--- config.mk ---
export PLATFORM = sky130hd
export DESIGN_NAME = lvds_word_packer
export DESIGN_NICKNAME = d
export VERILOG_FILES = /design/src/rtl/lvds_word_packer_pkg.sv /design/src/rtl/lvds_word_packer_sync_fifo_fwft.sv /design/src/rtl/lvds_word_packer.sv
export SDC_FILE = /design/constraint.sdc
export NUM_CORES = 1
export LEC_CHECK = 0
export CAP_MARGIN = 20
export CORE_MARGIN = 4
export CORE_UTILIZATION = 50
export DETAILED_ROUTE_END_ITERATION = 8
export PLACE_DENSITY = 0.74
export SYNTH_ARGS = -nofsm -noshare
export SYNTH_HDL_FRONTEND = slang
export SYNTH_SLANG_ARGS = --single-unit
--- constraint.sdc ---
create_clock -name clk -period 5.1 [get_ports clk]
set_clock_uncertainty 0.05 [all_clocks]
set_input_delay 1.275 -clock clk [delete_from_list [all_inputs] [get_ports clk]]
set_output_delay 1.275 -clock clk [all_outputs]
set_load 0.05 [all_outputs]
--- src/rtl/lvds_word_packer_pkg.sv ---
// Shared helpers for the LVDS word packer: samples-per-word, byte-enable masks, parameter legality.
package lvds_pkg;

  localparam int unsigned BE_MAX = 64;

  function automatic int unsigned calc_k(input int unsigned data_len, input int unsigned lvds_len);
    return data_len / lvds_len;
  endfunction

  // Low-ones byte-enable mask covering nbytes bytes.
  function automatic logic [BE_MAX-1:0] be_mask(input int unsigned nbytes);
    if (nbytes >= BE_MAX) return '1;
    return (BE_MAX'(1) << nbytes) - BE_MAX'(1);
  endfunction

  function automatic bit params_ok(input int unsigned lvds_len, input int unsigned data_len,
                                   input int unsigned be_len, input int unsigned depth,
                                   input bit ts_en);
    bit ok;
    ok = (lvds_len > 0) && (lvds_len % 8 == 0) && (data_len >= lvds_len);
    ok = ok && (data_len % lvds_len == 0) && (be_len == data_len / 8) && (be_len <= BE_MAX);
    ok = ok && (depth >= 2) && ((depth & (depth - 1)) == 0);
    // A header and a data push may only never coincide when a word takes at least two samples.
    ok = ok && (!ts_en || (data_len / lvds_len >= 2));
    return ok;
  endfunction

endpackage

--- src/rtl/lvds_word_packer_sync_fifo_fwft.sv ---
// Single-clock first-word-fall-through queue; head word and valid are registered outputs.
module sync_fifo_fwft #(
  parameter int unsigned WIDTH = 37,
  parameter int unsigned DEPTH = 4
) (
  input  logic             clk,
  input  logic             rst,
  input  logic             push,
  input  logic [WIDTH-1:0] din,
  input  logic             pop,
  output logic [WIDTH-1:0] dout,
  output logic             valid,
  output logic             full,
  output logic             empty
);

  localparam int unsigned PTR_W = (DEPTH > 1) ? $clog2(DEPTH) : 1;
  localparam int unsigned CNT_W = $clog2(DEPTH + 1);

  logic [WIDTH-1:0] mem_q [DEPTH];
  logic [PTR_W-1:0] wr_ptr_q, wr_ptr_d;
  logic [PTR_W-1:0] rd_ptr_q, rd_ptr_d;
  logic [CNT_W-1:0] count_q, count_d;
  logic [WIDTH-1:0] dout_q, dout_d;
  logic             valid_q, valid_d;
  logic             pop_ok, push_ok;

  assign full    = (count_q == CNT_W'(DEPTH));
  assign empty   = (count_q == '0);
  assign pop_ok  = pop && valid_q;
  assign push_ok = push && (!full || pop_ok);

  // Next head: the word being pushed when it lands exactly in the new head slot, else storage.
  always_comb begin
    wr_ptr_d = push_ok ? wr_ptr_q + PTR_W'(1) : wr_ptr_q;
    rd_ptr_d = pop_ok ? rd_ptr_q + PTR_W'(1) : rd_ptr_q;
    count_d  = count_q + CNT_W'(push_ok) - CNT_W'(pop_ok);
    valid_d  = (count_d != '0);
    dout_d   = dout_q;
    if (count_d != '0) begin
      dout_d = (push_ok && (rd_ptr_d == wr_ptr_q)) ? din : mem_q[rd_ptr_d];
    end
  end

  always_ff @(posedge clk) begin
    if (rst) begin
      wr_ptr_q <= '0;
      rd_ptr_q <= '0;
      count_q  <= '0;
      dout_q   <= '0;
      valid_q  <= 1'b0;
    end else begin
      wr_ptr_q <= wr_ptr_d;
      rd_ptr_q <= rd_ptr_d;
      count_q  <= count_d;
      dout_q   <= dout_d;
      valid_q  <= valid_d;
    end
  end

  always_ff @(posedge clk) begin
    if (push_ok) mem_q[wr_ptr_q] <= din;
  end

  assign dout  = dout_q;
  assign valid = valid_q;

endmodule

--- src/rtl/lvds_word_packer.sv ---
// Packs LVDS samples into byte-enabled words with burst-end flush and an FWFT output queue.
// Optional timestamp header words per burst when LVDS_PACKER_TS_EN is defined.
module lvds_word_packer
  import lvds_pkg::*;
#(
  parameter int unsigned LVDS_LEN  = 8,
  parameter int unsigned DATA_LEN  = 32,
  parameter int unsigned BE_LEN    = 4,
  parameter int unsigned OUT_DEPTH = 4
) (
  input  logic                clk,
  input  logic                rst,
  input  logic                valid_in,
  input  logic [LVDS_LEN-1:0] data_in,
  output logic                out_valid,
  input  logic                out_ready,
  output logic [DATA_LEN-1:0] out_data,
  output logic [BE_LEN-1:0]   out_be,
  output logic                out_hdr,
  output logic                overflow,
  input  logic                ovf_clr
);

  localparam int unsigned K             = calc_k(DATA_LEN, LVDS_LEN);
  localparam int unsigned CNT_W         = (K > 1) ? $clog2(K) : 1;
  localparam int unsigned Q_W           = DATA_LEN + BE_LEN + 1;
  localparam int unsigned BYTES_PER_SMP = LVDS_LEN / 8;
`ifdef LVDS_PACKER_TS_EN
  localparam bit TS_EN = 1'b1;
`else
  localparam bit TS_EN = 1'b0;
`endif

  if (!params_ok(LVDS_LEN, DATA_LEN, BE_LEN, OUT_DEPTH, TS_EN)) begin : g_bad_params
    $error("lvds_word_packer: illegal parameter combination");
  end

  logic [CNT_W-1:0]    cnt_q, cnt_d;
  logic                prev_valid_q, prev_valid_d;
  logic [DATA_LEN-1:0] acc_q, acc_d;
  logic                overflow_q, overflow_d;
  logic [31:0]         shamt_c;
  logic                push_c, pop_c, drop_c;
  logic [Q_W-1:0]      push_word_c;
  logic [Q_W-1:0]      head_word;
  logic                fifo_full, fifo_empty;
`ifdef LVDS_PACKER_TS_EN
  logic [DATA_LEN-1:0] ts_q, ts_d;
`endif

  assign shamt_c = 32'(cnt_q) * LVDS_LEN;
  assign pop_c   = out_ready && !fifo_empty;
  assign drop_c  = push_c && fifo_full && !pop_c;

  // Accumulate samples, push full words, flush a partial word on the falling edge of valid_in.
  always_comb begin
    cnt_d        = cnt_q;
    acc_d        = acc_q;
    prev_valid_d = valid_in;
    push_c       = 1'b0;
    push_word_c  = '0;
    if (valid_in) begin
      if (cnt_q == '0) acc_d = DATA_LEN'(data_in);
      else             acc_d = acc_q | (DATA_LEN'(data_in) << shamt_c);
      if (cnt_q == CNT_W'(K - 1)) begin
        push_c      = 1'b1;
        push_word_c = {1'b0, {BE_LEN{1'b1}}, acc_d};
        cnt_d       = '0;
      end else begin
        cnt_d = cnt_q + CNT_W'(1);
      end
    end else if (prev_valid_q && (cnt_q != '0)) begin
      push_c      = 1'b1;
      push_word_c = {1'b0, BE_LEN'(be_mask(32'(cnt_q) * BYTES_PER_SMP)), acc_q};
      cnt_d       = '0;
    end
`ifdef LVDS_PACKER_TS_EN
    // cnt is 0 at any burst start and K >= 2, so this never displaces a data push.
    if (valid_in && !prev_valid_q) begin
      push_c      = 1'b1;
      push_word_c = {1'b1, {BE_LEN{1'b1}}, ts_q};
    end
`endif
    overflow_d = drop_c | (overflow_q & ~ovf_clr);
  end

`ifdef LVDS_PACKER_TS_EN
  assign ts_d = ts_q + DATA_LEN'(1);
`endif

  always_ff @(posedge clk) begin
    if (rst) begin
      cnt_q        <= '0;
      acc_q        <= '0;
      prev_valid_q <= 1'b0;
      overflow_q   <= 1'b0;
`ifdef LVDS_PACKER_TS_EN
      ts_q         <= '0;
`endif
    end else begin
      cnt_q        <= cnt_d;
      acc_q        <= acc_d;
      prev_valid_q <= prev_valid_d;
      overflow_q   <= overflow_d;
`ifdef LVDS_PACKER_TS_EN
      ts_q         <= ts_d;
`endif
    end
  end

  sync_fifo_fwft #(
    .WIDTH (Q_W),
    .DEPTH (OUT_DEPTH)
  ) u_out_q (
    .clk   (clk),
    .rst   (rst),
    .push  (push_c),
    .din   (push_word_c),
    .pop   (pop_c),
    .dout  (head_word),
    .valid (out_valid),
    .full  (fifo_full),
    .empty (fifo_empty)
  );

  assign out_hdr  = head_word[Q_W-1];
  assign out_be   = head_word[DATA_LEN +: BE_LEN];
  assign out_data = head_word[DATA_LEN-1:0];
  assign overflow = overflow_q;

endmodule

==> summary.txt <==
Finish
  • Area grow syn2layout: 14.2%
  • Most common cell after layout, fill and taps aside: edfxtp_1
  • Most frequent cells in the layout: edfxtp_1, dfxtp_1, nor2_1, a22o_1, a21oi_1
  • NumNets Final: 978
  • Fillers: 1665
  • Share of layout cells above drive strength 1: 13.3%
  • Ant. Diodes: 0

Logic synthesis
  • Syn nets: 973
  • Yosys reg bits: 224
  • Post-synthesis cell type count: 57
  • Number of synthesized flops with an enable pin: 144
  • Mapped cell area: 0.0108 mm2
  • Synth warn: 0
  • Synth async-reset ratio: 0%
  • Syn Area/Cell: 11.4 um2
  • Sequential share of the synthesized area: 54.8%
  • Cell count after synthesis: 949
  • Top FF cell, synth: edfxtp_1

Worst setup path
  • CP Class: in2reg
  • CP max FO: 15
  • Worst EP arrival: 4.71 ns
  • Critical Path Sink Type: flip-flop
  • Required time worst endpoint: 5.39 ns
  • Setup crit start kind: input port

Clock network
  • Clock buffer count from CTS: 24
  • Postcts setup bufs: 0
  • Clk sinks: 224
  • Post_cts resized: 0
  • TritonCTS clock tree: built
  • Root Driver: clkbuf_16
  • Clock Path Buffers: 3
  • H-tree levels: 1
  • Clock Latency Late Sink: 0.51 ns
  • Clk slew on worst S/H paths: 0.06 ns
  • Hold_buf cts: 0

Floorplan
  • Die Y: 155 um
  • I/O pin count: 52
  • Die area: 0.0240 mm2
  • Num rows: 53
  • Initial Utilization: 51.1%
  • CORE AREA: 0.0212 mm2
  • Chip Width: 155 um

Route
  • DRT Wirelength: 25000 um
  • DR vias: 7572
  • Avg WL per Cell: 20.1 um
  • Initial drt markers: 625
  • Remaining DRCs: 0
  • Vias per cell: 6.07
  • First drt pass iteration count: 7
  • Antenna viol nets, final: 0

GRT
  • Total gr overflow: 0
  • First-pass GRT wire length: 39800 um
  • Antenna violations before repair: 0
  • Total GRT Usage: 20.6%
  • Largest net degree at the start of global routing: 97
  • Number of global-route vias before repair: 7324

Place
  • Dpl hpwl: 14700 um
  • Pre-CTS WS: 0.195 ns
  • Routability congestion estimate: 0.824
  • I/O Buffers: 50

Timing
  • Fin. Hold Viols: 0
  • RSZ-0062 raised after global routing: no
  • Fmax: 226 MHz
  • Final period utilization: 86.7%
  • Rel. slew slack: 31.4%
  • Least-Margin Pin Slew: 1.03 ns
  • Final setup violation count: 0
  • Setup TNS: 0 ns
  • Slew Viols, Final: 0
  • Min Tclk post-route: 4.42 ns
  • Final worst slack: 0.680 ns

Power and ir drop
  • Leak Pwr: 4.55 nW
  • Power Density: 336 mW/mm2
  • Max VDD drop: 285 uV

Run status
  • Status: finished clean

Min path
  • Hold Crit Class: reg2reg

Run
  • Maxcap violations: 0
-- metrics by stage --
stage          total power, W  util (%)  cells  area, um2  hold slack (ns)
4_1_cts               0.00417      58.2   1246      12300            0.409
3_3_place_gp          0.00233      54.2   1202      11500            0.392
5_1_grt               0.00429      58.4   1247      12300            0.438
3_5_place_dp          0.00233      54.2   1202      11500            0.400
6_report              0.00415      58.4   1247      12300            0.404
2_1_floorplan         0.00223         -    949      10800            0.388
-- registers in the layout, indices dropped and copies added (netlist names) --
signal and flops:
u_out_q.valid 1, prev_valid_q 1, u_out_q.rd_ptr_q 2, cnt_q 2
u_out_q.wr_ptr_q 2, overflow 1, u_out_q.dout 36, acc_q 32
u_out_q.mem_q 144, u_out_q.count_q 3
-- worst paths after layout --
| check | end | slack, ns | startpoint | cells past startpoint |
|---|---|---|---|---|
| setup / recovery | u_out_q.dout[8] | 0.68 | out_ready | 12 |
| setup reg to reg | u_out_q.dout[8] | 1.24 | cnt_q[0] | 11 |
| hold / removal | u_out_q.dout[33] | 0.40 | u_out_q.dout[33] | 2 |
| hold reg to reg | u_out_q.dout[33] | 0.40 | u_out_q.dout[33] | 2 |
-- worst max-delay path, stage by stage --
cell	delay [ns]
clkdlybuf4s50_1	0.47
o311ai_4	0.13
inv_4	0.04
ha_1	0.27
inv_1	0.04
ha_1	0.19
fa_1	0.40
xnor3_1	0.49
nor3_1	0.10
nor2_2	0.80
buf_4	0.37
a2111oi_1	0.12
-- metal layers --
metal / up-vias / routed length, um / global-route usage (%)
met4: 0 / 376 / 6.56
met1: 3764 / 11000 / 27.8
met3: 29 / 1460 / 2.98
li1: 3547 / - / -
met5: - / 0 / 0
met2: 232 / 12200 / 34.5
-- kinds of logic after synthesis --
group	after synthesis	synth area share [%]
AOI/OAI and AO/OA	197	14.6
xor gates and xnor gates	6	0.822
adders and majority gates	11	1.34
buffers and inverters	128	5.20
DFF	224	54.8
muxes	56	5.72
other	1	0.0347
and+or+nand+nor	326	17.4
-- cell usage after synthesis, drive strengths merged, types with 19 or more instances --
library cell / number / area (um2)
nand2b: 53 / 332
nor2: 72 / 270
a2111oi: 24 / 340
clkbuf: 65 / 249
a31oi: 24 / 150
mux2: 26 / 293
nand4b: 25 / 219
nand3b: 19 / 143
nand4: 32 / 200
a21oi: 56 / 284
inv: 34 / 130
edfxtp: 144 / 4320
nor3b: 25 / 188
nand2: 50 / 188
mux2i: 28 / 280
a22o: 56 / 490
dfxtp: 80 / 1600
buf: 29 / 183
-- where the power goes --
group | leakage (nW) | internal (W) | switching [W] | total (W)
Clock | 0.428 | 0.00117 | 0.000687 | 0.00186
Combinational | 1.90 | 0.000107 | 0.000218 | 0.000325
Sequential | 2.22 | 0.00194 | 0.0000259 | 0.00197
Total | 4.55 | 0.00322 | 0.000931 | 0.00415
-- final cells by class --
type	instances	area [um2]	area share, %
clock buffers	33	707	5.73
repair buffers	73	726	5.88
multi-input cells	597	4350	35.3
flip-flops and latches	224	5930	48.1
well taps	275	344	2.79
inverters	34	130	1.05
clock inverters	11	154	1.25
Note: power is estimated with default switching activity, not from simulation.
